File: config.mk
export PLATFORM = sky130hd
export DESIGN_NAME = seq_shift_add_mult
export DESIGN_NICKNAME = d
export VERILOG_FILES = /design/src/rtl/mult_pkg.sv /design/src/rtl/full_adder_nbit.sv /design/src/rtl/seq_shift_add_mult.sv
export SDC_FILE = /design/constraint.sdc
export NUM_CORES = 1
export LEC_CHECK = 0
export ABC_AREA = 1
export ABC_CLOCK_PERIOD_IN_PS = 13950
export CAP_MARGIN = 20
export CORE_ASPECT_RATIO = 1.5
export CORE_UTILIZATION = 53
export CTS_CLUSTER_SIZE = 10
export DETAILED_ROUTE_END_ITERATION = 8
export PLACE_DENSITY_LB_ADDON = 0.12
export SYNTH_ARGS = -nofsm -noshare
export SYNTH_HDL_FRONTEND = slang
export SYNTH_SLANG_ARGS = --single-unit
File: constraint.sdc
create_clock -name clk -period 13.95 [get_ports clk]
set_input_delay 4.185 -clock clk [delete_from_list [all_inputs] [get_ports clk]]
set_output_delay 4.185 -clock clk [all_outputs]
set_load 0.03 [all_outputs]
File: src/rtl/mult_pkg.sv
// Shared constants for the sequential shift-and-add multiplier.
package mult_pkg;

  localparam logic [1:0] S_IDLE = 2'd0;
  localparam logic [1:0] S_BUSY = 2'd1;
  localparam logic [1:0] S_DONE = 2'd2;

  localparam int MULT_W = 32;

endpackage

File: src/rtl/full_adder_nbit.sv
// N-bit ripple-carry adder; purely combinational.
module full_adder_nbit #(
  parameter int N = 32
) (
  input  logic [N-1:0] a,
  input  logic [N-1:0] b,
  input  logic         cin,
  output logic [N-1:0] sum,
  output logic         cout
);

  logic carry;

  always_comb begin
    carry = cin;
    sum   = '0;
    for (int i = 0; i < N; i++) begin
      sum[i] = a[i] ^ b[i] ^ carry;
      carry  = (a[i] & b[i]) | (carry & (a[i] ^ b[i]));
    end
    cout = carry;
  end

endmodule

File: src/rtl/seq_shift_add_mult.sv
// Sequential unsigned NxN->2N multiplier: one shared ripple adder stepped
// through N shift-and-add iterations behind a start/done handshake.
module seq_shift_add_mult
  import mult_pkg::*;
#(
  parameter int N = MULT_W
) (
  input  logic           clk,
  input  logic           rst,
  input  logic           start,
  input  logic [N-1:0]   multiplicand,
  input  logic [N-1:0]   multiplier,
  output logic           busy,
  output logic           done,
  output logic [2*N-1:0] product
);

  localparam int CW = $clog2(N);

  logic [1:0]    state;
  logic [N-1:0]  a;
  logic [N-1:0]  q;
  logic [N-1:0]  m;
  logic          c;
  logic [CW-1:0] count;

  logic [N-1:0]  add_sum;
  logic          add_cout;
  logic [N:0]    acc;
  logic [N-1:0]  a_nxt;
  logic [N-1:0]  q_nxt;

  full_adder_nbit #(.N(N)) u_adder (
    .a    (a),
    .b    (m),
    .cin  (1'b0),
    .sum  (add_sum),
    .cout (add_cout)
  );

  // c is cleared by every shift, so {c,a} equals {0,a} on the no-add path.
  always_comb begin
    acc   = q[0] ? {add_cout, add_sum} : {c, a};
    a_nxt = acc[N:1];
    q_nxt = {acc[0], q[N-1:1]};
  end

  always_ff @(posedge clk or posedge rst) begin
    if (rst) begin
      state   <= S_IDLE;
      a       <= '0;
      q       <= '0;
      m       <= '0;
      c       <= 1'b0;
      count   <= '0;
      product <= '0;
    end else begin
      case (state)
        S_IDLE: begin
          if (start) begin
            m     <= multiplicand;
            q     <= multiplier;
            a     <= '0;
            c     <= 1'b0;
            count <= '0;
            state <= S_BUSY;
          end
        end
        S_BUSY: begin
          a     <= a_nxt;
          q     <= q_nxt;
          c     <= 1'b0;
          count <= count + 1'b1;
          if (count == CW'(N - 1)) begin
            product <= {a_nxt, q_nxt};
            state   <= S_DONE;
          end
        end
        S_DONE:  state <= S_IDLE;
        default: state <= S_IDLE;
      endcase
    end
  end

  assign busy = (state == S_BUSY);
  assign done = (state == S_DONE);

endmodule

==> results.toml, run 1 <==
[layout]
multi_input_area_um2 = 2925
layout_common_cells = "nand2_1 (366), dfrtp_1 (167), clkdlybuf4s50_1 (132)"
antenna_cells = 0
finalInstanceArea_um2 = 9607
layout_commonest_cell = "nand2_1"
nNetsFinal = 1075
synthToLayoutAreaGrowth_pct = 26.47
seq_area_um2 = 4179
num-fill-cells = 1117
drive_gt1_share_pct = 4.762

[power]
peakVddDrop_mv = 0.2132
p_leak_nw = 4.404
power_density_nw_per_um2 = 225.0
p_total_w = 0.002161

[detailed_routing]
route.detailed.drc = 0
viasPerCell = 5.002
ant_nets = 0
vias = 5897
wl_per_cell_um = 14.38
dr.pass1.iters = 5
drt-total-wl_mm = 16.96
drtIter0Drc = 251

[clock_network]
path_clk_slew_ps = 70
cts_buffers = 17
htree_levels = 4
cts_tree = "done"
cts_setup_buffers = 0
cts_resized = 0
clkSinkCount = 167
clock_path_buffers = 2
root_buffer = "clkbuf_16"
cts_hold_buf = 0
clkLatencyLatePin_ps = 420

[worst_setup_path]
path_class = "reg2reg"
cp_slowest_cell = "fa_1"
end_kind = "flip-flop"
slowest_delay_ps = 430
cp.arrival_ps = 13630
crit_path_frequent_cell = "fa_1"
path_max_fanout = 2
cp.required_ps = 14240
cp-start-kind = "flip-flop"

[floorplanning]
ios = 133
core_area_um2 = 13990
num_rows = 53
initial_utilization_pct = 54.29
die_area_um2 = 14820
die_x_um = 99.75
fp.dieH_um = 148.6

[yosys]
yosysUniqueCellTypes = 20
synth-warning-count = 0
synth_top_area_share_pct = 55.02
avgSynthCellArea_um2 = 8.802
yosys.area.top_type = "dfrtp_1"
ys_ff_latch = 167
syn_inst = 863
ys_seq_area_share_pct = 55.02
synth.area.top_cells = "dfrtp_1 (55%), nand2_1 (18%), fa_1 (8.2%)"
syn_nets = 964
synth_area_um2 = 7596

[grt]
overflow = 0
use_met1_pct = 30.96
antenna_found_initial = 0
grt_max_degree = 111
grt_use_total_pct = 24.70
grt_pass1_vias = 5886
grt_use_met3_pct = 5.451
grtUsageMet2_pct = 42.10
grt.busiest_layer = "met2"
grt_pass1_wl_mm = 28.35

[job]
drv_cap = 0

[timing]
tightest_slew_ps = 972.4
finalSetupTns_ps = 0
max_freq_mhz = 75.00
fin_crit_ps = 13330
timing.slew.headroom_pct = 35.18
hold_viol = 0
fin_crit_sh_pct = 95.58
setup_viol = 0
finClkSkew_ps = 8.638
rsz0062_at_grt = "false"
final-max-slew-violation-count = 0

[place]
gp_congestion = 0.7722
hpwl_mm = 10.74
io_buffers = 132
placed_area_um2 = 8994

[min_path]
hold_class = "reg2reg"

[status]
status = "completed"
cells in the mapped netlist:
master    number
fa_1          31
inv_2          2
dfrtp_1      167
buf_2         22
buf_1          4
nand2_1      367
o21ai_0       91
clkbuf_2       1
nor2_1         5
ha_1           3
inv_1         70
nand2_2        1
buf_4          6
nand3_1       70
a21oi_1        1
nor2_4         1
nand4_1        1
clkbuf_1      15
o22ai_1        1
o21ai_1        4
kinds of logic after synthesis:
group                      after synthesis  synth area share, %
AOI/OAI and AO/OA                       97                6.408
and+or+nand+nor                        445                23.31
adders and majority gates               34                8.664
DFF                                    167                55.02
buffers and inverters                  120                6.605
per-layer routing:
layer | up-vias | routed length, um
li1 | 2896 | -
met1 | 2862 | 7257
met2 | 121 | 8879
met3 | 18 | 633
met4 | 0 | 185
met5 | - | 0
through the flow:
stage	hold slack, ps	cells	worst slack, ps	utilization (%)
after floorplan	445.9	863	1402	-
after global placement	452.8	1146	872.7	64.28
after detailed placement	457.5	1146	665.4	64.28
after CTS	473.6	1178	618.1	68.55
after global routing	487.7	1179	196.8	68.66
final	467.3	1179	616.7	68.66
cell type report:
type                            instances  area share (%)
Sequential cell                       167           43.50
Multi-Input combinational cell        576           30.45
Timing Repair Buffer                  140           14.46
Clock buffer                           19           4.715
Inverter                               72           2.865
Tap cell                              192           2.501
Clock inverter                         13           1.511
sequential cells by signal, indices dropped and copies added (netlist names):
register	cells
a	32
m	32
product	64
count	5
q	32
state	2
final timing paths:
| kind | start | endpoint | slack (ps) | depth (start not counted) |
|---|---|---|---|---|
| setup / recovery | m[0] | a[30] | 620 | 40 |
| hold / removal | product[52] | product[52] | 470 | 2 |
| setup reg to reg | m[0] | a[30] | 620 | 40 |
| hold reg to reg | product[52] | product[52] | 470 | 2 |
| max in group asynchronous | rst | m[22] | 8280 | 3 |
| min in group asynchronous | rst | product[21] | 4360 | 2 |
worst max-delay path, delay by kind of cell (launching register included):
family                   cells  cell delay [ps]
AND/OR/NAND/NOR              2              150
AO/OA/AOI/OAI                2              200
flip-flops                   1              350
adder cells (fa/ha/maj)     32            12250
buffers and inverters        4              260
power breakdown:
part           switching (W)  internal [W]  total [W]
logic               0.000555      0.000334   0.000889
clock network       0.000200      0.000275   0.000475
registers           0.000114      0.000684   0.000797
Note: power is estimated with default switching activity, not from simulation.
==> inputs of run 2 (changes only) <==
Settings changed: ABC_CLOCK_PERIOD_IN_PS 13950 to 13700.
Clock period 13.95 ns to 13.7 ns, I/O delays scaled along.
==> results.toml, run 2 (same netlist as run 1, synthesis figures left out) <==
[worst_setup_path]
r2r-end = "a[30]"
cp-start-kind = "flip-flop"
path_delay_family = "adder cells"
cp_slowest_cell = "fa_1"
crit_start = "m[0]"
crit_path_frequent_cell = "fa_1"
endpoint = "a[30]"
end_kind = "flip-flop"
ff2ff_path_depth = 40
critPathBufInv = 4
path_max_fanout = 2
path_depth = 40
cp.required_ps = 13990
r2r_slack_ps = 480
path_class = "reg2reg"
slowest_delay_ps = 410
cp.arrival_ps = 13510
reg2reg_from = "m[0]"

[floorplanning]
ios = 133
core_area_um2 = 13990
num_rows = 53
initial_utilization_pct = 54.29
die_area_um2 = 14820
fp.dieH_um = 148.6
die_x_um = 99.75

[place]
dp_slack_ps = 441.0
hpwl_mm = 10.62
io_buffers = 132
gp_congestion = 0.7723

[timing]
timing.slew.headroom_pct = 34.77
worst_slack_ps = 483.6
setup_viol = 0
finClkSkew_ps = 9.718
fin_crit_ps = 13220
max_freq_mhz = 75.66
hold_viol = 0
final-max-slew-violation-count = 0
tightest_slew_ps = 978.5
finalSetupTns_ps = 0
whs_ps = 466.2
fin_crit_sh_pct = 96.47
rsz0062_at_grt = "false"

[layout]
drive_gt1_share_pct = 4.863
layout_commonest_cell = "nand2_1"
layout_common_cells = "nand2_1 (366), dfrtp_1 (167), clkdlybuf4s50_1 (132)"
multi_input_area_um2 = 2930
post-route-util_pct = 68.62
antenna_cells = 0
synthToLayoutAreaGrowth_pct = 26.40
num-fill-cells = 1135
seq_area_um2 = 4179
nNetsFinal = 1075
regMostFlops = "product"
largest_register_ffs = 64

[grt]
grt_max_degree = 111
antenna_found_initial = 0
overflow = 0
grt_use_total_pct = 24.32
grt_pass1_vias = 5860
grt_pass1_wl_mm = 28.17

[detailed_routing]
wl_per_cell_um = 14.14
route.detailed.drc = 0
drt-total-wl_mm = 16.68
viasPerCell = 5.025
drtIter0Drc = 283
dr.pass1.iters = 5
vias = 5924
ant_nets = 0

[clock_network]
cts_setup_buffers = 0
root_buffer = "clkbuf_16"
clkSinkCount = 167
htree_levels = 4
cts_tree = "done"
cts_hold_buf = 0
cts_buffers = 17
clkLatencyLatePin_ps = 420
path_clk_slew_ps = 60
clock_path_buffers = 2

[status]
status = "completed"

[min_path]
hold_depth = 2
hold_class = "reg2reg"

[power]
peakVddDrop_mv = 0.1979
p_total_w = 0.002189
p_leak_nw = 4.399
power_density_nw_per_um2 = 228.0

[job]
drv_cap = 0
[run 2: layout make-up]
cell class	instances	area share, %
Sequential cell	167	43.52
Multi-Input combinational cell	576	30.52
Timing Repair Buffer	140	14.46
Clock buffer	19	4.613
Inverter	72	2.867
Tap cell	192	2.502
Clock inverter	13	1.512
[run 2: worst min path at each step]
| stage | slack (ps) | startpoint | to |
|---|---|---|---|
| after floorplan | 450 | m[0] | m[0] |
| after global placement | 450 | product[48] | product[48] |
| after detailed placement | 460 | product[49] | product[49] |
| after CTS | 470 | product[49] | product[49] |
| after global routing | 490 | product[47] | product[47] |
| final | 470 | product[52] | product[52] |
[run 2: what timing repair did]
item | in CTS | in global routing
setup endpoints to repair | 0 | 2
resized for setup | 0 | 2
endpoints found under the hold margin | 0 | 0
[run 2: where the power goes]
| group | switching [W] | internal [W] | leakage, nW |
|---|---|---|---|
| Sequential | 0.000115 | 0.000696 | 1.95 |
| Clock | 0.000200 | 0.000276 | 0.281 |
| Combinational | 0.000561 | 0.000341 | 2.16 |
| Total | 0.000876 | 0.00131 | 4.40 |
[run 2: metal layers]
metal | share of wire (%) | vias to the layer above | track usage (%)
met2 | 53 | 142 | 42.24
met3 | 4.3 | 16 | 4.981
met5 | 0 | - | 0
li1 | - | 2889 | -
met4 | 1.1 | 0 | 7.574
met1 | 41 | 2877 | 30.42
[run 2: worst reg2reg max path: cells and delay by family (launching register included)]
family                   cells  cell delay, ps
AND/OR/NAND/NOR              2             160
AO/OA/AOI/OAI                2             200
adder cells (fa/ha/maj)     32           12120
buffers and inverters        4             250
flip-flops                   1             360
[run 2: per-stage QoR]
stage / cell area [um^2] / instances
finish: 9602 / 1179
global route: 9602 / 1179
detailed placement: 8994 / 1146
floorplan: 7596 / 863
CTS: 9582 / 1178
global placement: 8994 / 1146
